===== config.mk =====
export PLATFORM = sky130hd
export DESIGN_NAME = kvs_req_queue_flat
export DESIGN_NICKNAME = d
export VERILOG_FILES = /design/src/rtl/kvs_req_queue_if.sv /design/src/rtl/kvs_req_queue.sv /design/src/flat_wrapper.sv
export SDC_FILE = /design/constraint.sdc
export NUM_CORES = 1
export LEC_CHECK = 0
export CAP_MARGIN = 10
export CORE_ASPECT_RATIO = 1.25
export CORE_MARGIN = 4
export CORE_UTILIZATION = 53
export DETAILED_ROUTE_END_ITERATION = 6
export PLACE_DENSITY = 0.73
export SYNTH_ARGS = -nofsm -noshare
export SYNTH_HDL_FRONTEND = slang
export SYNTH_SLANG_ARGS = --single-unit

===== constraint.sdc =====
create_clock -name clk -period 10.65 [get_ports clk]
set_input_delay 2.13 -clock clk [delete_from_list [all_inputs] [get_ports clk]]
set_output_delay 2.13 -clock clk [all_outputs]
set_load 0.01 [all_outputs]

===== src/rtl/kvs_req_queue_if.sv =====
// Request stream bundle (key, flag, valid/ready) used on both sides of kvs_req_queue.
interface kvs_req_queue_if #(
  parameter int unsigned KEY_SIZE  = 96,
  parameter int unsigned FLAG_SIZE = 4
) ();
  logic [KEY_SIZE-1:0]  key;
  logic [FLAG_SIZE-1:0] flag;
  logic                 valid;
  logic                 ready;

  modport master (output key, output flag, output valid, input ready);
  modport slave  (input key, input flag, input valid, output ready);
endinterface


===== src/rtl/kvs_req_queue.sv =====
// Request FIFO in front of the KVS database: caps outstanding ops, pairs responses, times out.
// Define KVS_REQ_STATS_EN to add the stat_accept/stat_issue/stat_timeout counters.
module kvs_req_queue #(
  parameter int unsigned KEY_SIZE        = 96,
  parameter int unsigned FLAG_SIZE       = 4,
  parameter int unsigned DEPTH_LOG2      = 4,
  parameter int unsigned MAX_OUTSTANDING = 8,
  parameter int unsigned TIMEOUT_CYC     = 1023
) (
  input  logic                 clk,
  input  logic                 rst,
  kvs_req_queue_if.slave       s,
  kvs_req_queue_if.master      m,
  input  logic                 db_valid,
  input  logic [FLAG_SIZE-1:0] db_flag,
  output logic                 rsp_valid,
  output logic [FLAG_SIZE-1:0] rsp_flag,
  output logic                 rsp_timeout,
  output logic [7:0]           outstanding,
  output logic [15:0]          spurious_cnt
`ifdef KVS_REQ_STATS_EN
  ,
  output logic [31:0]          stat_accept,
  output logic [31:0]          stat_issue,
  output logic [31:0]          stat_timeout
`endif
);

  localparam int unsigned Depth  = 2 ** DEPTH_LOG2;
  localparam int unsigned PtrW   = DEPTH_LOG2 + 1;
  localparam int unsigned EntryW = KEY_SIZE + FLAG_SIZE;
  localparam logic [7:0]  MaxOut = MAX_OUTSTANDING[7:0];
  localparam logic [15:0] TmoLast = 16'(TIMEOUT_CYC - 1);

  typedef enum logic [0:0] {StIdle, StWait} state_e;

  logic [EntryW-1:0]    mem_q [Depth];
  logic [PtrW-1:0]      wr_ptr_q, wr_ptr_d, rd_ptr_q, rd_ptr_d;
  logic                 full, empty, accept, load, issue;
  logic [EntryW-1:0]    head;

  logic                 m_loaded_q, m_loaded_d;
  logic [KEY_SIZE-1:0]  m_key_q, m_key_d;
  logic [FLAG_SIZE-1:0] m_flag_q, m_flag_d;

  state_e               state_q, state_d;
  logic [15:0]          timer_q, timer_d;
  logic [7:0]           out_q, out_d;
  logic [15:0]          spur_q, spur_d;
  logic                 db_hit, tmo_fire;

  logic                 rsp_valid_q, rsp_valid_d, rsp_timeout_q, rsp_timeout_d;
  logic [FLAG_SIZE-1:0] rsp_flag_q, rsp_flag_d;

  // Pointer MSBs differ only when the write side has lapped the read side.
  assign full  = (wr_ptr_q[DEPTH_LOG2] != rd_ptr_q[DEPTH_LOG2]) &&
                 (wr_ptr_q[DEPTH_LOG2-1:0] == rd_ptr_q[DEPTH_LOG2-1:0]);
  assign empty = (wr_ptr_q == rd_ptr_q);
  assign head  = mem_q[rd_ptr_q[DEPTH_LOG2-1:0]];

  assign s.ready = !rst && !full;
  assign accept  = s.valid && s.ready;

  assign m.valid = m_loaded_q && (out_q < MaxOut);
  assign m.key   = m_key_q;
  assign m.flag  = m_flag_q;
  assign issue   = m.valid && m.ready;
  assign load    = !empty && (!m_loaded_q || issue);

  always_comb begin
    wr_ptr_d   = wr_ptr_q + PtrW'(accept);
    rd_ptr_d   = rd_ptr_q + PtrW'(load);
    m_loaded_d = m_loaded_q;
    m_key_d    = m_key_q;
    m_flag_d   = m_flag_q;
    if (load) begin
      m_loaded_d = 1'b1;
      m_key_d    = head[EntryW-1:FLAG_SIZE];
      m_flag_d   = head[FLAG_SIZE-1:0];
    end else if (issue) begin
      m_loaded_d = 1'b0;
    end
  end

  // Timeout FSM and outstanding count share one block so the IDLE return sees the final count.
  always_comb begin
    state_d  = state_q;
    timer_d  = timer_q;
    tmo_fire = 1'b0;
    db_hit   = db_valid && (out_q != 8'd0);
    spur_d   = spur_q;
    if (db_valid && (out_q == 8'd0) && (spur_q != 16'hFFFF)) begin
      spur_d = spur_q + 16'd1;
    end

    unique case (state_q)
      StIdle: begin
        timer_d = 16'd0;
        if (issue) state_d = StWait;
      end
      StWait: begin
        if (db_valid) begin
          timer_d = 16'd0;
        end else if (timer_q == TmoLast) begin
          tmo_fire = 1'b1;
          timer_d  = 16'd0;
        end else begin
          timer_d = timer_q + 16'd1;
        end
      end
      default: state_d = StIdle;
    endcase

    out_d = out_q + 8'(issue) - 8'(db_hit || tmo_fire);
    if ((state_q == StWait) && (out_d == 8'd0)) begin
      state_d = StIdle;
      timer_d = 16'd0;
    end

    rsp_valid_d   = db_hit || tmo_fire;
    rsp_flag_d    = db_hit ? db_flag : '0;
    rsp_timeout_d = tmo_fire;
  end

  always_ff @(posedge clk) begin
    if (accept) mem_q[wr_ptr_q[DEPTH_LOG2-1:0]] <= {s.key, s.flag};
  end

  always_ff @(posedge clk) begin
    if (rst) begin
      wr_ptr_q      <= '0;
      rd_ptr_q      <= '0;
      m_loaded_q    <= 1'b0;
      m_key_q       <= '0;
      m_flag_q      <= '0;
      state_q       <= StIdle;
      timer_q       <= 16'd0;
      out_q         <= 8'd0;
      spur_q        <= 16'd0;
      rsp_valid_q   <= 1'b0;
      rsp_flag_q    <= '0;
      rsp_timeout_q <= 1'b0;
    end else begin
      wr_ptr_q      <= wr_ptr_d;
      rd_ptr_q      <= rd_ptr_d;
      m_loaded_q    <= m_loaded_d;
      m_key_q       <= m_key_d;
      m_flag_q      <= m_flag_d;
      state_q       <= state_d;
      timer_q       <= timer_d;
      out_q         <= out_d;
      spur_q        <= spur_d;
      rsp_valid_q   <= rsp_valid_d;
      rsp_flag_q    <= rsp_flag_d;
      rsp_timeout_q <= rsp_timeout_d;
    end
  end

  assign rsp_valid    = rsp_valid_q;
  assign rsp_flag     = rsp_flag_q;
  assign rsp_timeout  = rsp_timeout_q;
  assign outstanding  = out_q;
  assign spurious_cnt = spur_q;

`ifdef KVS_REQ_STATS_EN
  logic [31:0] st_acc_q, st_iss_q, st_tmo_q;

  always_ff @(posedge clk) begin
    if (rst) begin
      st_acc_q <= 32'd0;
      st_iss_q <= 32'd0;
      st_tmo_q <= 32'd0;
    end else begin
      st_acc_q <= st_acc_q + 32'(accept);
      st_iss_q <= st_iss_q + 32'(issue);
      st_tmo_q <= st_tmo_q + 32'(tmo_fire);
    end
  end

  assign stat_accept  = st_acc_q;
  assign stat_issue   = st_iss_q;
  assign stat_timeout = st_tmo_q;
`endif

endmodule


===== src/flat_wrapper.sv =====
// flat-port wrapper written by rule: the top's interface ports become plain ports
module kvs_req_queue_flat 
#(
  parameter int unsigned KEY_SIZE        = 96,
  parameter int unsigned FLAG_SIZE       = 4,
  parameter int unsigned DEPTH_LOG2      = 4,
  parameter int unsigned MAX_OUTSTANDING = 8,
  parameter int unsigned TIMEOUT_CYC     = 1023
)
  (clk, rst, db_valid, db_flag, rsp_valid, rsp_flag, rsp_timeout, outstanding, spurious_cnt, s_key, s_flag, s_valid, s_ready, m_key, m_flag, m_valid, m_ready);
  kvs_req_queue_if #(.KEY_SIZE(KEY_SIZE), .FLAG_SIZE(FLAG_SIZE)) s_i ();
  kvs_req_queue_if #(.KEY_SIZE(KEY_SIZE), .FLAG_SIZE(FLAG_SIZE)) m_i ();
  input  logic clk;
  input  logic rst;
  input  logic db_valid;
  input  logic [FLAG_SIZE-1:0] db_flag;
  output logic rsp_valid;
  output logic [FLAG_SIZE-1:0] rsp_flag;
  output logic rsp_timeout;
  output logic [7:0] outstanding;
  output logic [15:0] spurious_cnt;
  input wire logic [$bits(s_i.key)-1:0] s_key;
  input wire logic [$bits(s_i.flag)-1:0] s_flag;
  input wire logic [$bits(s_i.valid)-1:0] s_valid;
  output wire logic [$bits(s_i.ready)-1:0] s_ready;
  output wire logic [$bits(m_i.key)-1:0] m_key;
  output wire logic [$bits(m_i.flag)-1:0] m_flag;
  output wire logic [$bits(m_i.valid)-1:0] m_valid;
  input wire logic [$bits(m_i.ready)-1:0] m_ready;
  assign s_i.key = s_key;
  assign s_i.flag = s_flag;
  assign s_i.valid = s_valid;
  assign s_ready = s_i.ready;
  assign m_key = m_i.key;
  assign m_flag = m_i.flag;
  assign m_valid = m_i.valid;
  assign m_i.ready = m_ready;
  kvs_req_queue #(.KEY_SIZE(KEY_SIZE), .FLAG_SIZE(FLAG_SIZE), .DEPTH_LOG2(DEPTH_LOG2), .MAX_OUTSTANDING(MAX_OUTSTANDING), .TIMEOUT_CYC(TIMEOUT_CYC)) u_core (.clk(clk), .rst(rst), .s(s_i), .m(m_i), .db_valid(db_valid), .db_flag(db_flag), .rsp_valid(rsp_valid), .rsp_flag(rsp_flag), .rsp_timeout(rsp_timeout), .outstanding(outstanding), .spurious_cnt(spurious_cnt));
endmodule

==> qor.yml <==
hold_start: "u_core.m.key[92]"
min_period_over_period_pct: 53.5
clk_pin_slew_ns: 0.06
first_iter_violations: 3421
clock_path_buffers: 3
core_area_mm2: 0.123
synthTopCellsByArea: "edfxtp_1 73%, mux4_2 14%, dfxtp_1 4.8%"
dieArea_mm2: 0.130
finalSetupTns_ns: 0
htree_levels: 4
port_buffers: 240
synthArstFlopShare_pct: 0
most-common-layout-cells: "1600 x edfxtp_1, 400 x mux4_2, 239 x clkdlybuf4s50_1"
path_class: "input port to output pin"
die_y_um: 402
ir_worst_vdd_v: 0.000198
clockRootBuffer: "clkbuf_16"
max_cap_violations: 0
synth_top_area_cell: "edfxtp_1"
synthesis.area_mm2: 0.0657
slew_headroom_pct: 14.6
cts_tree: "done"
via_count: 32200
synth_edf_count: 1600
synth_fp_nets: 3144
track_usage_pct: 22.8
grt_pass1_wl_um: 219000
cp-start-kind: "input port"
r2r_cells: 8
start_util_pct: 53.3
power_density_mw_per_mm2: 222
antenna_found_initial: 14
timing.rr.end: "u_core.mem_q[2][34]"
vias_per_cell: 6.41
path_max_fanout: 149
drive_above_1_share_pct: 21.0
worstMarginPinSlew_ns: 1.28
r2r_start: "u_core.rd_ptr_q[0]"
place.gp.congestion: 0.779
fin_ws_ns: 4.95
hold_depth: 2
overflow: 0
hold_violations: 0
cts_made_buffers: 159
cts_sinks: 1758
ys_warn_count: 0
required_ns: 8.52
avgSynthCellArea_um2: 21.8
grt_max_degree: 150
cp-end-kind: "output pin"
yosysUniqueCellTypes: 52
min_period_ns: 5.70
hold_end: "u_core.m.key[92]"
crit_arrival_ns: 3.57
seq_area_frac_synth_pct: 78.0
grt_pass1_vias: 33600
rsz0062_at_grt: "no"
drcViolationCount: 0
synth_ff_type: "edfxtp_1"
clock_latency_ns: 0.78
fmax_ghz: 0.176
post_cts_buffers: 0
drv_slew: 0
post-dp-hpwl_um: 80300
setup_viol: 0
post_cts_resized: 0
wl_um: 146000
area_growth_pct: 14.4
hold_class: "flip-flop to flip-flop"
place_worst_setup_slack_ns: 4.24
final_nets: 3408
synthCells: 3016
antenna_left: 0
r2r_slack_ns: 5.92
num_rows: 144
synth.top_cell.area_share_pct: 73.2
fin_skew_ns: 0.0270
leakagePower_nw: 22.8
synth.ff_latch_count: 1758
nFillCells: 8277
wl_per_cell_um: 29.1
dr.pass1.iters: 6
layout_commonest_cell: "edfxtp_1"
num_io_pins: 241
cts_hold_repair.buffers: 0
die-width_um: 323
seqCellArea_mm2: 0.0512
multi_input_area_mm2: 0.0137
run_status: "complete, no violations"
post-route-util_pct: 60.9
whs_ns: 0.489
state kept, by name, summed over array words and instances (netlist names):
signal and flops:
u_core.m_loaded_q 1, u_core.rsp_timeout 1, u_core.rsp_flag 4, u_core.outstanding 8
u_core.wr_ptr_q 5, u_core.spurious_cnt 16, u_core.state_q 1, u_core.rsp_valid 1
u_core.rd_ptr_q 5, u_core.timer_q 16, u_core.m.flag 4, u_core.mem_q 1600
u_core.m.key 96
where the power goes:
part / total (mW) / internal, mW / switching [mW] / leakage, nW
Clock: 5.72 / 3.23 / 2.49 / 2.56
Combinational: 2.98 / 1.46 / 1.52 / 4.58
Sequential: 7.94 / 7.73 / 0.212 / 15.7
Total: 16.6 / 12.4 / 4.22 / 22.8
how the worst max path moves through the flow:
stage | start | to | slack, ns | cells after the start
detailed placement | rst | u_core.mem_q[2][34] | 4.24 | 7
finish | rst | s_ready | 4.95 | 3
global placement | rst | u_core.mem_q[2][34] | 4.41 | 7
CTS | rst | s_ready | 4.97 | 3
global route | rst | u_core.mem_q[2][34] | 4.88 | 7
floorplan | rst | u_core.mem_q[0][0] | 0.06 | 5
per-stage QoR:
step	instance area (um^2)	std cells	total power [mW]
after CTS	75100	5024	16.8
after detailed placement	69800	4725	11.1
after global placement	69800	4725	11.0
final	75100	5032	16.6
after floorplan	65700	3016	10.1
after global routing	75100	5027	17.3
area by class of cell:
| cell class | count | share of cell area, % |
|---|---|---|
| tap | 1606 | 2.68 |
| inverter | 16 | 0.0800 |
| multi-input combinational | 1052 | 18.3 |
| clock inverter | 97 | 1.40 |
| sequential | 1758 | 68.2 |
| clock buffer | 202 | 5.62 |
| antenna | 8 | 0.0267 |
| timing repair buffer | 293 | 3.75 |
kinds of logic (layout without fill, tap and decap cells):
kind of cell / after synthesis / in the layout / synth area share, %
compound gates: 322 / 322 / 3.55
simple gates: 268 / 268 / 2.46
mux: 401 / 401 / 13.7
flops: 1758 / 1758 / 78.0
fa+ha+maj: 19 / 19 / 0.373
other cells: 0 / 8 / 0
buf+inv: 206 / 608 / 1.36
xor+xnor: 42 / 42 / 0.560
critical path, cell delays in order:
cell and delay (ns):
clkbuf_8 0.40, a21oi_1 0.38, clkdlybuf4s50_1 0.59
layer usage:
metal / global-route usage [%] / vias to the layer above / wire, um
li1: - / 13400 / -
met1: 30.5 / 17200 / 56300
met2: 38.7 / 1490 / 76000
met3: 4.66 / 230 / 10800
met4: 5.90 / 8 / 3020
met5: 0 / - / 58
Yosys cell counts (8+ instances only):
master    number
xor2_1        30
o22ai_1      200
o41ai_1       99
xnor2_1       12
mux4_2       400
nand3b_1     101
edfxtp_1    1600
nor2_1        59
nor2b_1       10
clkbuf_1      95
buf_1         22
inv_1         16
dfxtp_1      158
nand2_1       15
nand3_1       20
nand4_1       11
and2_1         8
ha_1          18
buf_4          8
buf_2         64
nor3_1        11
(Power assumes the default switching activity.)
